===== config.mk =====
export PLATFORM = sky130hd
export DESIGN_NAME = y_scale_tbl_writer
export DESIGN_NICKNAME = d
export VERILOG_FILES = /design/src/rtl/y_scale_tbl_writer.sv
export SDC_FILE = /design/constraint.sdc
export NUM_CORES = 1
export LEC_CHECK = 0
export CAP_MARGIN = 30
export CORE_UTILIZATION = 38
export CTS_CLUSTER_DIAMETER = 30
export DETAILED_ROUTE_END_ITERATION = 8
export GPL_ROUTABILITY_DRIVEN = 0
export GPL_TIMING_DRIVEN = 0
export PLACE_DENSITY = 0.63
export REMOVE_ABC_BUFFERS = 1
export SYNTH_ARGS = -nofsm -noshare
export SYNTH_HDL_FRONTEND = slang
export SYNTH_SLANG_ARGS = --single-unit

===== constraint.sdc =====
create_clock -name clk -period 1.85 [get_ports clk]
set_clock_uncertainty 0.15 [all_clocks]
set_input_delay 0.185 -clock clk [delete_from_list [all_inputs] [get_ports clk]]
set_output_delay 0.185 -clock clk [all_outputs]
set_load 0.005 [all_outputs]

===== src/rtl/y_scale_tbl_writer.sv =====
// Purpose : runtime loader for the vertical-scale coefficient RAM; assembles 2-byte LE entries, checks trailing XOR byte.
// Latency : 3 cycles per entry minimum (LO accept, HI accept, WRITE strobe); checksum byte accepted after the last write.
// Backpr. : s_ready only in LO/HI/CSUM; state holds indefinitely while s_valid=0; start aborts/restarts from any state.
//
// Ports:
//   clk, tb_rst (async, active-high)  - clock and reset
//   start                             - one-cycle pulse, begins (or restarts) a load
//   s_byte/s_valid/s_ready            - byte stream in
//   wr_en/wr_addr/wr_data             - RAM write port; addr/data qualified only by wr_en
//   busy/done/err                     - load status to control logic
module y_scale_tbl_writer #(
    parameter int ADDR_WIDTH = 11,
    parameter int DATA_WIDTH = 15
) (
    input  logic                  clk,
    input  logic                  tb_rst,
    input  logic                  start,
    input  logic [7:0]            s_byte,
    input  logic                  s_valid,
    output logic                  s_ready,
    output logic                  wr_en,
    output logic [ADDR_WIDTH-1:0] wr_addr,
    output logic [DATA_WIDTH-1:0] wr_data,
    output logic                  busy,
    output logic                  done,
    output logic                  err
);

    typedef enum logic [2:0] {
        ST_IDLE  = 3'd0,
        ST_LO    = 3'd1,
        ST_HI    = 3'd2,
        ST_WRITE = 3'd3,
        ST_CSUM  = 3'd4,
        ST_FIN   = 3'd5
    } state_t;

    state_t                state_q, state_d;
    logic [ADDR_WIDTH-1:0] count_q, count_d;
    logic [7:0]            lo_q, lo_d;
    logic [7:0]            acc_q, acc_d;
    logic [ADDR_WIDTH-1:0] wr_addr_q, wr_addr_d;
    logic [DATA_WIDTH-1:0] wr_data_q, wr_data_d;
    logic                  busy_q, busy_d;
    logic                  done_q, done_d;
    logic                  err_q, err_d;

    logic        xfer;
    logic [15:0] full_word;
    logic        hi_bad;

    // Ready and write strobe are pure decodes of the registered state, so
    // both drop immediately with an asynchronous reset.
    assign s_ready = (state_q == ST_LO) || (state_q == ST_HI) || (state_q == ST_CSUM);
    assign wr_en   = (state_q == ST_WRITE);
    assign wr_addr = wr_addr_q;
    assign wr_data = wr_data_q;
    assign busy    = busy_q;
    assign done    = done_q;
    assign err     = err_q;

    assign xfer      = s_valid && s_ready;
    assign full_word = {s_byte, lo_q};
    // Any bit of the assembled word at or above DATA_WIDTH is a format
    // error; with DATA_WIDTH=16 the shift empties the word and never flags.
    assign hi_bad    = (full_word >> DATA_WIDTH) != 16'd0;

    always_comb begin
        state_d   = state_q;
        count_d   = count_q;
        lo_d      = lo_q;
        acc_d     = acc_q;
        wr_addr_d = wr_addr_q;
        wr_data_d = wr_data_q;
        busy_d    = busy_q;
        done_d    = done_q;
        err_d     = err_q;

        if (start) begin
            // start wins over a same-cycle transfer: the byte is left on the bus.
            state_d = ST_LO;
            count_d = '0;
            acc_d   = 8'd0;
            busy_d  = 1'b1;
            done_d  = 1'b0;
            err_d   = 1'b0;
        end else begin
            case (state_q)
                ST_LO: begin
                    if (xfer) begin
                        lo_d    = s_byte;
                        acc_d   = acc_q ^ s_byte;
                        state_d = ST_HI;
                    end
                end
                ST_HI: begin
                    if (xfer) begin
                        acc_d     = acc_q ^ s_byte;
                        wr_data_d = full_word[DATA_WIDTH-1:0];
                        wr_addr_d = count_q;
                        if (hi_bad) begin
                            err_d = 1'b1;
                        end
                        state_d = ST_WRITE;
                    end
                end
                ST_WRITE: begin
                    // Leaving for CSUM before incrementing keeps the counter
                    // from ever wrapping within a load.
                    if (count_q == {ADDR_WIDTH{1'b1}}) begin
                        state_d = ST_CSUM;
                    end else begin
                        count_d = count_q + 1'b1;
                        state_d = ST_LO;
                    end
                end
                ST_CSUM: begin
                    if (xfer) begin
                        if (s_byte != acc_q) begin
                            err_d = 1'b1;
                        end
                        busy_d  = 1'b0;
                        done_d  = 1'b1;
                        state_d = ST_FIN;
                    end
                end
                default: begin
                    // IDLE and FIN: ignore the stream, wait for start.
                    state_d = state_q;
                end
            endcase
        end
    end

    always_ff @(posedge clk or posedge tb_rst) begin
        if (tb_rst) begin
            state_q   <= ST_IDLE;
            count_q   <= '0;
            lo_q      <= 8'd0;
            acc_q     <= 8'd0;
            wr_addr_q <= '0;
            wr_data_q <= '0;
            busy_q    <= 1'b0;
            done_q    <= 1'b0;
            err_q     <= 1'b0;
        end else begin
            state_q   <= state_d;
            count_q   <= count_d;
            lo_q      <= lo_d;
            acc_q     <= acc_d;
            wr_addr_q <= wr_addr_d;
            wr_data_q <= wr_data_d;
            busy_q    <= busy_d;
            done_q    <= done_d;
            err_q     <= err_d;
        end
    end

endmodule


==> impl_metrics.tcl, run 1 <==
set metrics [dict create \
    tns_ns 0 \
    relSlewSlack_pct 58.3 \
    crit_arrival_ns 1.43 \
    fmax_mhz 565 \
    setup_viol 0 \
    dieArea_um2 7390 \
    synth.avg_cell_area_um2 12.1 \
    n_antenna_cell 0 \
    synthTopCellsByArea "dfrtp_1 55%, mux2_2 14%, xor2_1 3.6%" \
    dp_hpwl_um 3310 \
    yosys_warnings 0 \
    hold_viol 0 \
    switchingPower_mw 0.749 \
    synth_area_um2 2680 \
    syn_to_final_growth_pct 32.1 \
    synth_top_area_share_pct 55.1 \
    worstReg2RegEnd "wr_data[10]$_DFFE_PP0P_" \
    clk_pin_slew_ns 0.06 \
    synth_top_area_cell "dfrtp_1" \
    synthCells 222 \
    dieHeight_um 85.9 \
    htreeDepth 3 \
    core_area_um2 6790 \
    p_leak_nw 1.53 \
    r2r-start "state_q[2]$_DFFE_PP0P_" \
    wl_um 5580 \
    peakVddDrop_v 0.000425 \
    worst_path_max_delay_cell "dfrtp_2" \
    maxCapViolCount 0 \
    synth-seq-cells 59 \
    grt_pass1_vias 1828 \
    grt_pass1_wl_um 9380 \
    place_ws_ns -0.875 \
    cts_sinks 59 \
    power_frac_clock_pct 31.5 \
    wl_met2_um 2470 \
    drt-met1-wl_um 2830 \
    startpoint_type "register" \
    slew_viol_final 0 \
    p_total_mw 2.96 \
    hold_class "input port to asynchronous set/reset pin" \
    cts_buffers 9 \
    run_status "finished clean" \
    intPower_mw 2.21 \
    pwr-share-comb_pct 17.4 \
    post-route-min-period_ns 1.77 \
    dr.pass1.iters 4 \
    min_period_over_period_pct 95.6 \
    ctsHoldBuffers 0 \
    end_kind "output pin" \
    num-nets-final 295 \
    io_pins 43 \
    cp_cell_sequence "buf_4 > inv_1 > nand3_1 > o21ai_1 > dlygate4sd2_1" \
    cp_max_fo 5 \
    synth_edf_count 0 \
    wire_per_inst_um 14.6 \
    startpoint "state_q[2]$_DFFE_PP0P_" \
    fin_area_um2 3540 \
    cts_tree "yes" \
    clock-root-buffer "clkbuf_8" \
    drcViolationCount 0 \
    drt-vias-per-instance 5.00 \
    worst-slew-pin-transition_ns 0.625 \
    antenna_found_initial 0 \
    drtIter0Drc 75 \
    p_per_area_nw_per_um2 836 \
    seqPwrFrac_pct 51.1 \
    initial_utilization_pct 39.4 \
    ys_types 40 \
    layout-drive-gt1-share_pct 30.9 \
    required_ns 1.51 \
    num_rows 30 \
    portBuffers 42 \
    clock_latency_ns 0.33 \
    vias 1904 \
    r2r_slack_ns 0.09 \
    ys_seq_area_share_pct 55.1 \
    ant_nets 0 \
    clockBufferDepth 2 \
    synth-async-reset-ratio_pct 100 \
    worst_r2r_path_depth 6 \
    grt_use_total_pct 16.7 \
    p_sw_share_pct 25.3 \
    final_core_util_pct 52.1 \
    fp.dieW_um 85.9 \
    wl_met3_um 163 \
    placedInstanceArea_um2 3210 \
    maxUsedRoutingLayer "met4" \
    grt_max_degree 32 \
    crit_type "register to output pin" \
    critical-path-max-stage-delay_ns 0.43 \
    ys.flop_type "dfrtp_1" \
    setup_ws_ns 0.0807 \
    grt-ovfl-total 0 \
]
## power by group through the flow
stage / Clock (mW) / Combinational, mW / Sequential (mW)
after global routing: 1.02 / 0.563 / 1.53
final: 0.932 / 0.513 / 1.51
after floorplan: 0 / 0.219 / 1.53
after CTS: 0.962 / 0.519 / 1.51
after global placement: 0 / 0.467 / 1.53
after detailed placement: 0 / 0.486 / 1.54
## worst max-delay path: cells and delay by family (launching register included)
| family | cells | cell delay [ns] |
|---|---|---|
| AOI/OAI and AO/OA | 1 | 0.10 |
| and+or+nand+nor | 1 | 0.08 |
| buffers and inverters | 3 | 0.49 |
| DFF | 1 | 0.43 |
## Yosys cell counts (3+ instances only)
cell	n
a21oi_1	11
nor2_1	17
o21ai_0	5
nand4_1	3
xnor2_1	7
nor3_1	5
clkbuf_1	5
nand3_1	13
buf_2	3
xor2_1	11
mux2_2	34
nand2_1	4
o31ai_1	4
or4_1	4
inv_1	5
dfrtp_1	59
## layer usage
metal	track usage (%)	up-vias
met5	0	-
met4	8.03	0
met3	3.27	9
met2	23.5	36
met1	24.6	943
li1	-	916
## sequential cells by signal, summed over array words and instances (netlist names)
register and flops:
err 1, wr_data 15, lo_q 8, state_q 3, done 1, count_q 11
acc_q 8, wr_addr 11, busy 1
## cells by family after synthesis
kind of cell,Yosys count,synth area share [%]
DFF,59,55.1
and+or+nand+nor,67,15.0
AOI/OAI and AO/OA,28,6.45
buffers and inverters,15,2.71
xor gates and xnor gates,18,5.89
muxes,34,14.3
adders and majority gates,1,0.467
## what timing repair did
item                       4_1_cts  5_1_grt
setup buffers                   12        0
pin swaps                        2        1
gates cloned                     2        0
gates resized for setup         15        7
hold endpoints to repair         0        0
setup endpoints to repair       46       16
## worst max path at each step
stage | cells past startpoint | slack (ns) | to
final | 5 | 0.08 | s_ready
after global routing | 5 | -0.008 | state_q[0]$_DFFE_PP0P_
after CTS | 5 | 0.003 | err$_DFFE_PP0P_
after detailed placement | 5 | -0.88 | wr_data[11]$_DFFE_PP0P_
after global placement | 2 | -1.09 | wr_data[14]$_DFFE_PP0P_
after floorplan | 1 | 0.06 | acc_q[0]$_DFFE_PP0P_
## cell type report
class	count	area, µm²
fill	615	3260
sequential	59	1480
multi-input combinational	150	1210
timing repair buffer	56	546
clock buffer	10	128
tap	96	120
inverter	6	30.0
clock inverter	4	20.0
## through the flow
step	hold WS [ns]	std cells
finish	0.106	381
global route	0.161	381
CTS	0.129	381
detailed placement	0.321	353
global placement	0.326	351
floorplan	0.0981	213
## cell usage in the layout (no fill, tap or decap), drive strengths merged, types with 2 or more instances in the layout
cell / instances
nand3b: 3
xor2: 11
nor4: 2
clkbuf: 10
nor2: 18
o21ai: 5
nor3: 7
buf: 14
clkdlybuf4s50: 39
clkinv: 5
dfrtp: 59
mux2: 34
nand3: 17
inv: 5
nor2b: 2
nand4: 3
xnor2: 7
or4: 4
a21o: 2
a311oi: 2
a21oi: 11
nand2: 6
o31ai: 4
a31oi: 2
dlygate4sd2: 2
No activity file was read; power rests on OpenSTA's default activity.
==> inputs of run 2 (changes only) <==
--- a/config.mk
+++ b/config.mk
@@ -6,12 +6,13 @@
 export NUM_CORES = 1
 export LEC_CHECK = 0
 export CAP_MARGIN = 30
-export CORE_UTILIZATION = 38
+export CORE_UTILIZATION = 48
 export CTS_CLUSTER_DIAMETER = 30
 export DETAILED_ROUTE_END_ITERATION = 8
 export GPL_ROUTABILITY_DRIVEN = 0
 export GPL_TIMING_DRIVEN = 0
-export PLACE_DENSITY = 0.63
+export HOLD_SLACK_MARGIN = 0.12
+export PLACE_DENSITY = 0.77
 export REMOVE_ABC_BUFFERS = 1
 export SYNTH_ARGS = -nofsm -noshare
 export SYNTH_HDL_FRONTEND = slang
==> impl_metrics.tcl, run 2 (synthesis gave the netlist of run 1 again) <==
set metrics [dict create \
    hold_class "register to register" \
    p_sw_share_pct 24.4 \
    dp.cells 326 \
    p_per_area_nw_per_um2 861 \
    clock-root-buffer "clkbuf_8" \
    grt_pass1_wl_um 8890 \
    switchingPower_mw 0.744 \
    rsz0062_at_grt "true" \
    cp_max_fo 13 \
    htreeDepth 3 \
    drcViolationCount 0 \
    maxCapViolCount 0 \
    clk_pin_slew_ns 0.06 \
    tns_ns 0 \
    grt_max_degree 32 \
    whs_ns 0.335 \
    crit_arrival_ns 1.87 \
    largest_reg_flops 15 \
    io_pins 43 \
    final_common_cell "dfrtp_1" \
    crit_type "register to register" \
    portBuffers 42 \
    clockBufferDepth 2 \
    fmax_mhz 557 \
    syn_to_final_growth_pct 32.5 \
    worst-slew-pin-transition_ns 0.621 \
    initial_utilization_pct 51.1 \
    final_cells 358 \
    cts_sinks 59 \
    cts_buffers 9 \
    grt_pass1_vias 1898 \
    run_status "finished clean" \
    dieHeight_um 76.7 \
    n_antenna_cell 0 \
    peakVddDrop_v 0.000487 \
    grt_use_total_pct 19.9 \
    dp_hpwl_um 3190 \
    clock_latency_ns 0.34 \
    pwr-share-comb_pct 17.0 \
    layout-drive-gt1-share_pct 31.3 \
    placedInstanceArea_um2 3160 \
    vias 1921 \
    min_period_over_period_pct 97.1 \
    ant_nets 0 \
    layout_common_cells "55 x dfrtp_1, 39 x clkdlybuf4s50_1, 34 x mux2_2" \
    startpoint_type "register" \
    grt-ovfl-total 0 \
    drt-vias-per-instance 5.37 \
    dr.pass1.iters 5 \
    setup_viol 0 \
    wl_um 5410 \
    end_kind "register" \
    seqPwrFrac_pct 49.5 \
    slew_viol_final 0 \
    required_ns 1.92 \
    p_leak_nw 1.58 \
    wire_per_inst_um 15.1 \
    fp.dieW_um 76.7 \
    drtIter0Drc 92 \
    power_frac_clock_pct 33.5 \
    intPower_mw 2.31 \
    num_rows 26 \
    post-route-min-period_ns 1.80 \
    num-nets-final 296 \
    fin_area_um2 3550 \
    core_area_um2 5240 \
    dieArea_um2 5880 \
    relSlewSlack_pct 58.5 \
    final_core_util_pct 67.7 \
    cts_tree "yes" \
    hold_viol 0 \
    antenna_found_initial 0 \
]
[run 2: cell types whose count changed in the layout (fill, tap and decap cells not counted), moves of 2 or more]
cell / change
nor3_2: -2
nor3_4: +2
clkbuf_1: +2
dlygate4sd2_1: -2
clkbuf_8: +2
clkinv_2: -2
[run 2: worst paths after layout]
| check | end | start | slack (ns) | depth (start not counted) |
|---|---|---|---|---|
| worst max register to register | wr_addr[2]$_DFFE_PP0P_ | state_q[2]$_DFFE_PP0P_ | 0.05 | 5 |
| worst min register to register | busy$_DFFE_PP0P_ | busy$_DFFE_PP0P_ | 0.34 | 1 |
| worst min-delay path | busy$_DFFE_PP0P_ | busy$_DFFE_PP0P_ | 0.34 | 1 |
| max in group asynchronous | count_q[6]$_DFFE_PP0P_ | tb_rst | 0.30 | 4 |
| worst max-delay path | wr_addr[2]$_DFFE_PP0P_ | state_q[2]$_DFFE_PP0P_ | 0.05 | 5 |
| min in group asynchronous | wr_data[13]$_DFFE_PP0P_ | tb_rst | 0.66 | 3 |
[run 2: final cells by class]
| type | instances | area, µm² |
|---|---|---|
| flip-flops and latches | 59 | 1480 |
| clock buffers | 14 | 163 |
| repair buffers | 57 | 552 |
| multi-input cells | 150 | 1220 |
| fillers | 391 | 1690 |
| clock inverters | 2 | 10.0 |
| well taps | 70 | 87.6 |
| inverters | 6 | 32.5 |
[run 2: worst max-delay path: stages, from the launching register on]
cell	delay, ns
dfrtp_2	0.44
buf_4	0.15
nand2b_4	0.14
nor2_4	0.19
nand3_4	0.26
mux2_2	0.35
[run 2: layer usage]
| layer | routed length (µm) | global-route usage [%] |
|---|---|---|
| met5 | 0 | 0 |
| met4 | 109 | 14.2 |
| met3 | 229 | 3.10 |
| met2 | 2600 | 30.1 |
| met1 | 2470 | 26.0 |
[run 2: power by group through the flow]
stage | sequential, mW | clock (mW) | combinational (mW)
5_1_grt | 1.53 | 1.09 | 0.569
6_report | 1.51 | 1.02 | 0.518
4_1_cts | 1.51 | 1.04 | 0.508
3_5_place_dp | 1.54 | 0 | 0.479
3_3_place_gp | 1.53 | 0 | 0.463
2_1_floorplan | 1.53 | 0 | 0.219
[run 2: stage by stage]
step | worst slack (ns) | power (mW)
after floorplan | 0.0587 | 1.75
after global placement | -1.02 | 1.99
after detailed placement | -1.03 | 2.02
after CTS | -0.0618 | 3.06
after global routing | -0.0253 | 3.19
final | 0.0531 | 3.05
[run 2: repair_timing]
action,in CTS,in global routing
pin swaps,1,3
gates cloned,0,2
hold buffers,1,0
setup endpoints to repair,46,52
hold endpoints to repair,21,0
setup buffers,13,0
gates resized for setup,11,17
